File: src/rtl/mem_io_init.sv
// Command-driven word mover between a cmd/stream interface and the mem_wrap IO_CTRL port.
// Define MEM_IO_INIT_ADDR_CHK_EN to enable in-order checking of read response addresses.
`timescale 1ns/1ps

package ss_rvc_pkg;
  typedef enum logic [0:0] {RD = 1'b0, WR = 1'b1} t_opcode;
endpackage

module mem_io_init
  import ss_rvc_pkg::*;
(
  input  logic        QClk,
  input  logic        RstQnnnH,
  input  logic        CmdValidQnnnH,
  output logic        CmdReadyQnnnH,
  input  t_opcode     CmdOpcodeQnnnH,
  input  logic [31:0] CmdAddressQnnnH,
  input  logic [7:0]  CmdLengthQnnnH,
  input  logic        WrValidQnnnH,
  output logic        WrReadyQnnnH,
  input  logic [31:0] WrDataQnnnH,
  output logic        RdValidQnnnH,
  input  logic        RdReadyQnnnH,
  output logic [31:0] RdDataQnnnH,
  output logic        ReqValidQ501H,
  output t_opcode     ReqOpcodeQ501H,
  output logic [31:0] ReqAddressQ501H,
  output logic [31:0] ReqDataQ501H,
  input  logic        RspValidQ502H,
  input  t_opcode     RspOpcodeQ502H,
  input  logic [31:0] RspAddressQ502H,
  input  logic [31:0] RspDataQ502H,
  output logic        BusyQnnnH,
  output logic        DoneQnnnH,
  output logic        ErrQnnnH,
  output logic [31:0] ErrAddrQnnnH
);

  typedef enum logic [1:0] {IDLE, ISSUE, DRAIN, DONE} state_t;

  state_t            state_q, state_d;
  t_opcode           op_q, op_d;
  logic [31:0]       addr_q, addr_d;
  logic [7:0]        remain_q, remain_d;
  logic [2:0]        outst_q, outst_d;
  logic [2:0]        cnt_q, cnt_d;
  logic [1:0]        wptr_q, wptr_d, rptr_q, rptr_d;
  logic [3:0][31:0]  fifo_q, fifo_d;

  logic cmd_accept, rsp_push, rd_pop, rd_issue, credit_ok;

  assign CmdReadyQnnnH = (state_q == IDLE) && !RstQnnnH;
  assign cmd_accept    = CmdValidQnnnH && CmdReadyQnnnH;
  assign BusyQnnnH     = (state_q != IDLE);
  assign DoneQnnnH     = (state_q == DONE);
  assign RdValidQnnnH  = (cnt_q != 3'd0);
  assign RdDataQnnnH   = fifo_q[rptr_q];
  // Responses seen while idle belong to an aborted command and are dropped.
  assign rsp_push      = RspValidQ502H && (RspOpcodeQ502H == RD) && (state_q != IDLE);
  assign rd_pop        = RdValidQnnnH && RdReadyQnnnH;
  assign credit_ok     = ({1'b0, cnt_q} + {1'b0, outst_q}) < 4'd4;
  assign rd_issue      = ReqValidQ501H && (op_q == RD);

  always_comb begin
    state_d         = state_q;
    op_d            = op_q;
    addr_d          = addr_q;
    remain_d        = remain_q;
    WrReadyQnnnH    = 1'b0;
    ReqValidQ501H   = 1'b0;
    ReqOpcodeQ501H  = op_q;
    ReqAddressQ501H = addr_q;
    ReqDataQ501H    = '0;
    case (state_q)
      IDLE: begin
        if (cmd_accept) begin
          op_d     = CmdOpcodeQnnnH;
          addr_d   = CmdAddressQnnnH;
          remain_d = CmdLengthQnnnH;
          state_d  = (CmdLengthQnnnH == 8'd0) ? DONE : ISSUE;
        end
      end
      ISSUE: begin
        if (op_q == WR) begin
          WrReadyQnnnH  = 1'b1;
          ReqValidQ501H = WrValidQnnnH;
          ReqDataQ501H  = WrDataQnnnH;
        end else begin
          ReqValidQ501H = credit_ok;
        end
        if (ReqValidQ501H) begin
          addr_d   = addr_q + 32'd4;
          remain_d = remain_q - 8'd1;
          if (remain_q == 8'd1) state_d = DRAIN;
        end
      end
      DRAIN: begin
        if ((outst_q == 3'd0) && (cnt_q == 3'd0)) state_d = DONE;
      end
      DONE:    state_d = IDLE;
      default: state_d = IDLE;
    endcase
  end

  always_comb begin
    outst_d = outst_q + {2'b0, rd_issue} - {2'b0, rsp_push};
    cnt_d   = cnt_q + {2'b0, rsp_push} - {2'b0, rd_pop};
    wptr_d  = wptr_q + {1'b0, rsp_push};
    rptr_d  = rptr_q + {1'b0, rd_pop};
    fifo_d  = fifo_q;
    if (rsp_push) fifo_d[wptr_q] = RspDataQ502H;
  end

  always_ff @(posedge QClk or posedge RstQnnnH) begin
    if (RstQnnnH) begin
      state_q  <= IDLE;
      op_q     <= RD;
      addr_q   <= '0;
      remain_q <= '0;
      outst_q  <= '0;
      cnt_q    <= '0;
      wptr_q   <= '0;
      rptr_q   <= '0;
      fifo_q   <= '0;
    end else begin
      state_q  <= state_d;
      op_q     <= op_d;
      addr_q   <= addr_d;
      remain_q <= remain_d;
      outst_q  <= outst_d;
      cnt_q    <= cnt_d;
      wptr_q   <= wptr_d;
      rptr_q   <= rptr_d;
      fifo_q   <= fifo_d;
    end
  end

`ifdef MEM_IO_INIT_ADDR_CHK_EN
  logic [31:0] exp_q, exp_d, err_addr_q, err_addr_d;
  logic        err_q, err_d;

  // Only the first mismatch is captured; later ones leave the record intact.
  always_comb begin
    exp_d      = exp_q;
    err_d      = err_q;
    err_addr_d = err_addr_q;
    if (cmd_accept) begin
      exp_d = CmdAddressQnnnH;
    end else if (rsp_push) begin
      exp_d = exp_q + 32'd4;
      if (!err_q && (RspAddressQ502H != exp_q)) begin
        err_d      = 1'b1;
        err_addr_d = RspAddressQ502H;
      end
    end
  end

  always_ff @(posedge QClk or posedge RstQnnnH) begin
    if (RstQnnnH) begin
      exp_q      <= '0;
      err_q      <= 1'b0;
      err_addr_q <= '0;
    end else begin
      exp_q      <= exp_d;
      err_q      <= err_d;
      err_addr_q <= err_addr_d;
    end
  end

  assign ErrQnnnH     = err_q;
  assign ErrAddrQnnnH = err_addr_q;
`else
  logic unused_rsp_addr;
  assign unused_rsp_addr = ^RspAddressQ502H;
  assign ErrQnnnH        = 1'b0;
  assign ErrAddrQnnnH    = '0;
`endif

endmodule

File: config.mk
export PLATFORM = sky130hd
export DESIGN_NAME = mem_io_init
export DESIGN_NICKNAME = d
export VERILOG_FILES = /design/src/rtl/mem_io_init.sv
export SDC_FILE = /design/constraint.sdc
export NUM_CORES = 1
export LEC_CHECK = 0
export CORE_MARGIN = 2
export CORE_UTILIZATION = 38
export CTS_BUF_LIST = sky130_fd_sc_hd__clkbuf_4 sky130_fd_sc_hd__clkbuf_8
export DETAILED_ROUTE_END_ITERATION = 10
export PLACE_DENSITY = 0.67
export SYNTH_ARGS = -nofsm -noshare
export SYNTH_HDL_FRONTEND = slang
export SYNTH_SLANG_ARGS = --single-unit
File: constraint.sdc
create_clock -name QClk -period 8.5 [get_ports QClk]
set_clock_uncertainty 0.1 [all_clocks]
set_input_delay 2.125 -clock QClk [delete_from_list [all_inputs] [get_ports QClk]]
set_output_delay 2.125 -clock QClk [all_outputs]
set_load 0.02 [all_outputs]
==> results of run 1 <==
## routing by layer
metal  global-route usage, %  vias up  share of wire (%)
li1                        -     3175                  -
met1                    25.3     3439                 45
met2                    29.8      225                 48
met3                    4.78       18                6.1
met4                    3.61        0               0.86
met5                       0        -                  0
## flip-flops by register name, indices dropped and copies added (netlist names)
name and count:
fifo_q 128, rptr_q 2, state_q 2, ReqOpcodeQ501H 1, wptr_q 2, ReqAddressQ501H 32
cnt_q 3, outst_q 3, remain_q 8
## critical path, stage by stage
cell and delay [ps]:
clkdlybuf4s50_1 500, a22oi_1 100, nor2_1 230, clkdlybuf4s50_1 660
## logic make-up (layout without fill, tap and decap cells)
group                      count (synthesis)  in the layout  share of synthesized area [%]
and+or+nand+nor                          189            189                           11.5
other                                      1             33                         0.0401
DFF                                      181            181                           48.4
adders and majority gates                 18             18                           2.57
buffers and inverters                    101            275                           5.70
muxes                                    169            169                           24.1
xor gates and xnor gates                   6              6                          0.562
AOI/OAI and AO/OA                        105            105                           7.10
## cells in the mapped netlist, types with 6 or more instances
library cell  count
dfrtp_1         181
mux2_2          131
and3_1           36
nand2_1          35
a21oi_1          34
buf_4            33
mux4_2           32
nor2_1           24
buf_2            23
clkbuf_1         20
nand3_1          20
o21ai_0          20
inv_1            18
ha_1             16
nor4_1           15
a22oi_1          12
nor3_1           10
o22ai_1          10
nand4_1           8
and4_1            6
buf_1             6
mux2i_1           6
## final timing paths
check                              from                  end  slack [ps]  cells past startpoint
max reg2reg                  state_q[1]  ReqAddressQ501H[30]        4870                      7
min in group asynchronous      RstQnnnH  ReqAddressQ501H[27]        2000                      2
max in group asynchronous      RstQnnnH           fifo_q[13]        5000                      3
min                         fifo_q[113]          fifo_q[113]         410                      1
max                        WrValidQnnnH        ReqValidQ501H        2650                      4
min reg2reg                 fifo_q[113]          fifo_q[113]         410                      1
## power by group
part / switching [mW] / leakage (nW) / internal (mW)
Clock: 0.353 / 0.190 / 0.229
Sequential: 0.351 / 2.19 / 1.29
Combinational: 1.19 / 2.63 / 1.27
Total: 1.89 / 5.01 / 2.79
## metrics by stage
stage	utilization [%]	hold WS (ps)	setup WS [ps]	cells
2_1_floorplan	-	374	1360	802
3_3_place_gp	48.1	382	2610	1268
3_5_place_dp	48.1	387	2630	1268
4_1_cts	49.7	412	2620	1300
5_1_grt	49.7	416	2570	1300
6_report	49.7	408	2650	1300
## cell type report
class                      count  area [um2]
clock inverter                13         135
tap                          324         405
fill                        2204       12200
inverter                      18        72.6
sequential                   181        4530
timing repair buffer         225        2220
clock buffer                  19         255
multi-input combinational    520        4420
==> out/metrics.csv, run 1 <==
stage,metric,value,unit
logic_synthesis,syn_area,9350,um2
sta,setup_viol,0,
worst_setup_path,endpoint_kind,output port,
pwr,leakage,5.01,nW
logic_synthesis,synth_edf_count,0,
sta,min_period_over_period,68.9,%
worst_setup_path,cp.required,6280,ps
drt,ant_nets,0,
sta,rsz0062_at_grt,false,
worst_setup_path,cp_max_fo,2,
pwr,power.density,388,nW/um2
die,num_rows,57,
sta,worst_pin_slew,1160,ps
finish,final_common_cell,clkdlybuf4s50_1,
clock_tree,cts_htree_levels,4,
min_path,hp-class,reg2reg,
finish,final_cell_mix,"214 x clkdlybuf4s50_1, 180 x dfrtp_1, 131 x mux2_2",
drt,viasPerCell,5.27,
worst_setup_path,worst-endpoint-arrival,3630,ps
die,die_height,161,um
clock_tree,root_buffer,clkbuf_8,
logic_synthesis,synth_top_area_share,48.4,%
die,core-area,24200,um2
die,die_x,161,um
clock_tree,cts_tree,built,
drt,vias,6857,
worst_setup_path,critical_path_class,in2out,
grt,grt.total_usage,18.4,%
logic_synthesis,netlist_top_cells_area,"dfrtp_1 48%, mux2_2 16%, mux4_2 7.7%",
clock_tree,hold_buffers,0,
die,pin_count,280,
grt,antenna_found_initial,0,
clock_tree,clk_latency,460,ps
die,fp.dieArea,25900,um2
sta,slew_headroom,22.2,%
place,dpl.hpwl,15800,um
clock_tree,clk_pin_slew,90,ps
sta,max_freq,0.171,GHz
worst_setup_path,crit_path_start_kind,input pin,
drt,drt_iter0_drc,430,
drt,wl_per_cell,17.9,um
grt,gr-total-overflow,0,
logic_synthesis,yosysUniqueCellTypes,62,
finish,diodes,0,
sta,hold_viol,0,
run,drv_cap,0,
drt,drcViolationCount,0,
die,initial_core_util,38.6,%
place,port-buffer-count,214,
sta,finalCriticalPeriod,5850,ps
logic_synthesis,synth_seq_area_share,48.4,%
finish,syn_to_final_growth,28.8,%
clock_tree,clkSinkCount,181,
logic_synthesis,async_flop_share,100,%
grt,grt_max_degree,87,
logic_synthesis,syn_area_per_cell,12.1,um2
drt,drt_pass1_iterations,5,
logic_synthesis,syn_inst,770,
finish,fin_nets,1125,
logic_synthesis,synth-seq-cells,181,
finish,postLayoutCellArea,12000,um2
place,gp_congestion,0.786,
grt,grt_pass1_wl,37900,um
clock_tree,cts_setup_buffers,0,
clock_tree,post_cts_resized,0,
clock_tree,cts_made_buffers,17,
pwr,peakVddDrop,0.170,mV
clock_tree,clk_path_buf_depth,2,
sta,tns,0,ps
drt,wirelength,23300,um
logic_synthesis,yosysTopAreaCell,dfrtp_1,
pwr,finalPower,4.68,mW
status,status,"complete, no violations",
logic_synthesis,yosys_warnings,0,
finish,layout-drive-gt1-share,22.8,%
sta,slew_violations,0,
grt,grt_pass1_vias,6947,
logic_synthesis,ys.flop_type,dfrtp_1,
place,place_area,11700,um2
Note: power is estimated with default switching activity, not from simulation.
==> run 2, diff against run 1 <==
==> constraint.sdc (replaced) <==
create_clock -name QClk -period 5.5 [get_ports QClk]
set_clock_uncertainty 0.1 [all_clocks]
set_input_delay 1.375 -clock QClk [delete_from_list [all_inputs] [get_ports QClk]]
set_output_delay 1.375 -clock QClk [all_outputs]
set_load 0.02 [all_outputs]
==> run 2 against run 1 <==
First-iteration DRC count fell by 12%. Core utilization rose by 0.32 points. Hold slack got worse by 0.56 ps. Count of clock-buffer cells in the layout fell by 2. Sequential share of layout area fell by 0.24 points. Power rose by 57%. Register-to-register slack got worse by 3300 ps. Critical path type unchanged.
==> out/metrics.csv, run 2 (synthesized netlist as in run 1, its figures left out) <==
stage,metric,value,unit,change
status,status,"complete, no violations",,
pwr,power.density,605,nW/um2,+56%
worst_setup_path,cp_cell_sequence,"clkdlybuf4s50_1, a22oi_1, nor2_1, clkdlybuf4s50_1",,
run,drv_cap,0,,unchanged
place,pre_cts_slack,1150,ps,-1480 ps
sta,max_freq,0.229,GHz,
sta,tns,0,ps,unchanged
pwr,peakVddDrop,0.260,mV,+53%
clock_tree,clk_path_buf_depth,2,,unchanged
clock_tree,clk_pin_slew,90,ps,about the same
sta,slew_headroom,25.3,%,+3.1 points
worst_setup_path,endpoint_kind,output port,,
drt,drt_iter0_drc,379,,-12%
clock_tree,post_cts_resized,0,,unchanged
drt,drcViolationCount,0,,unchanged
place,port-buffer-count,214,,unchanged
grt,gr-total-overflow,0,,unchanged
clock_tree,root_buffer,clkbuf_8,,
drt,wirelength,23600,um,+1.2%
clock_tree,clkSinkCount,181,,unchanged
worst_setup_path,cp_common_cell,clkdlybuf4s50_1,,
worst_setup_path,critical-path-slowest-cell,clkdlybuf4s50_1,,
grt,grt_pass1_wl,37900,um,about the same
die,initial_core_util,38.6,%,unchanged
die,pin_count,280,,unchanged
die,die_height,161,um,unchanged
finish,postLayoutCellArea,12100,um2,+0.64%
sta,worst_pin_slew,1090,ps,-67.2 ps
worst_setup_path,crit_family,buffers and inverters,,
finish,regMostFlops,fifo_q,,
grt,antenna_found_initial,1,,+1
place,dpl.hpwl,15900,um,+1.2%
finish,final_cell_mix,"214 x clkdlybuf4s50_1, 180 x dfrtp_1, 131 x mux2_2",,
min_path,hp-class,reg2reg,,
worst_setup_path,critical_path_class,in2out,,
worst_setup_path,cp.required,4030,ps,-2250 ps
clock_tree,cts_setup_buffers,0,,unchanged
worst_setup_path,worst-path-buf-inv,2,,unchanged
drt,ant_nets,0,,unchanged
sta,min_period_over_period,79.4,%,
finish,largest_reg_flops,128,,unchanged
clock_tree,clk_latency,460,ps,about the same
worst_setup_path,crit_path_start_kind,input pin,,
clock_tree,cts_tree,built,,
worst_setup_path,slowest_delay,650,ps,about the same
sta,layout_setup_ws,1130,ps,-1510 ps
drt,drt_pass1_iterations,5,,unchanged
clock_tree,cts_made_buffers,17,,unchanged
sta,hold_viol,0,,unchanged
finish,diodes,0,,unchanged
clock_tree,cts_htree_levels,4,,unchanged
finish,layout-drive-gt1-share,23.2,%,+0.31 points
worst_setup_path,cp_max_fo,2,,unchanged
grt,grt.total_usage,18.5,%,+0.044 points
sta,rsz0062_at_grt,false,,
drt,wl_per_cell,18.1,um,+0.91%
finish,final_common_cell,clkdlybuf4s50_1,,
die,num_rows,57,,unchanged
finish,fin_nets,1130,,+0.44%
sta,holdWs,408,ps,-0.563 ps
sta,finalCriticalPeriod,4370,ps,
worst_setup_path,worst-endpoint-arrival,2890,ps,-740 ps
sta,setup_viol,0,,unchanged
die,core-area,24200,um2,unchanged
sta,slew_violations,0,,unchanged
die,fp.dieArea,25900,um2,unchanged
pwr,finalPower,7.33,mW,+57%
drt,vias,6908,,+0.74%
grt,grt_pass1_vias,6944,,-0.043%
pwr,leakage,5.05,nW,+0.76%
place,gp_congestion,0.818,,+4.1%
place,place_area,11700,um2,+0.42%
finish,syn_to_final_growth,29.6,%,
clock_tree,hold_buffers,0,,unchanged
die,die_x,161,um,unchanged
drt,viasPerCell,5.30,,+0.43%
grt,grt_max_degree,90,,+3.4%
## run 2: through the flow
stage	cells	utilization, %
after floorplan	802	-
after global placement	1273	48.3
after detailed placement	1273	48.3
after CTS	1304	50.0
after global routing	1304	50.0
final	1304	50.0
## run 2: metal layers
metal  vias to the layer above  share of wire, %  global-route usage [%]
li1                       3181                 -                       -
met1                      3483                46                    24.9
met2                       223                48                    30.5
met3                        19               5.5                    4.62
met4                         2              0.79                    3.57
met5                         -             0.055                       0
## run 2: power by group
| group | internal (mW) | switching [mW] |
|---|---|---|
| combinational | 1.98 | 1.76 |
| sequential | 1.99 | 0.630 |
| clock | 0.424 | 0.541 |
| total | 4.40 | 2.93 |
## run 2: layout make-up
cell class / count / area, um2
Timing Repair Buffer: 230 / 2270
Multi-Input combinational cell: 520 / 4420
Clock buffer: 17 / 234
Clock inverter: 14 / 185
Fill cell: 2174 / 12100
Tap cell: 324 / 405
Inverter: 18 / 71.3
Sequential cell: 181 / 4530
## run 2: path summary, 6_finish.rpt
| kind | start | end | slack, ps | cells after the start |
|---|---|---|---|---|
| worst min-delay path | fifo_q[73] | fifo_q[73] | 410 | 1 |
| min in group asynchronous | RstQnnnH | ReqAddressQ501H[12] | 1290 | 2 |
| worst max register to register | state_q[1] | ReqAddressQ501H[8] | 1570 | 9 |
| worst min register to register | fifo_q[73] | fifo_q[73] | 410 | 1 |
| worst max-delay path | WrValidQnnnH | ReqValidQ501H | 1130 | 4 |
| max in group asynchronous | RstQnnnH | rptr_q[0] | 3090 | 3 |
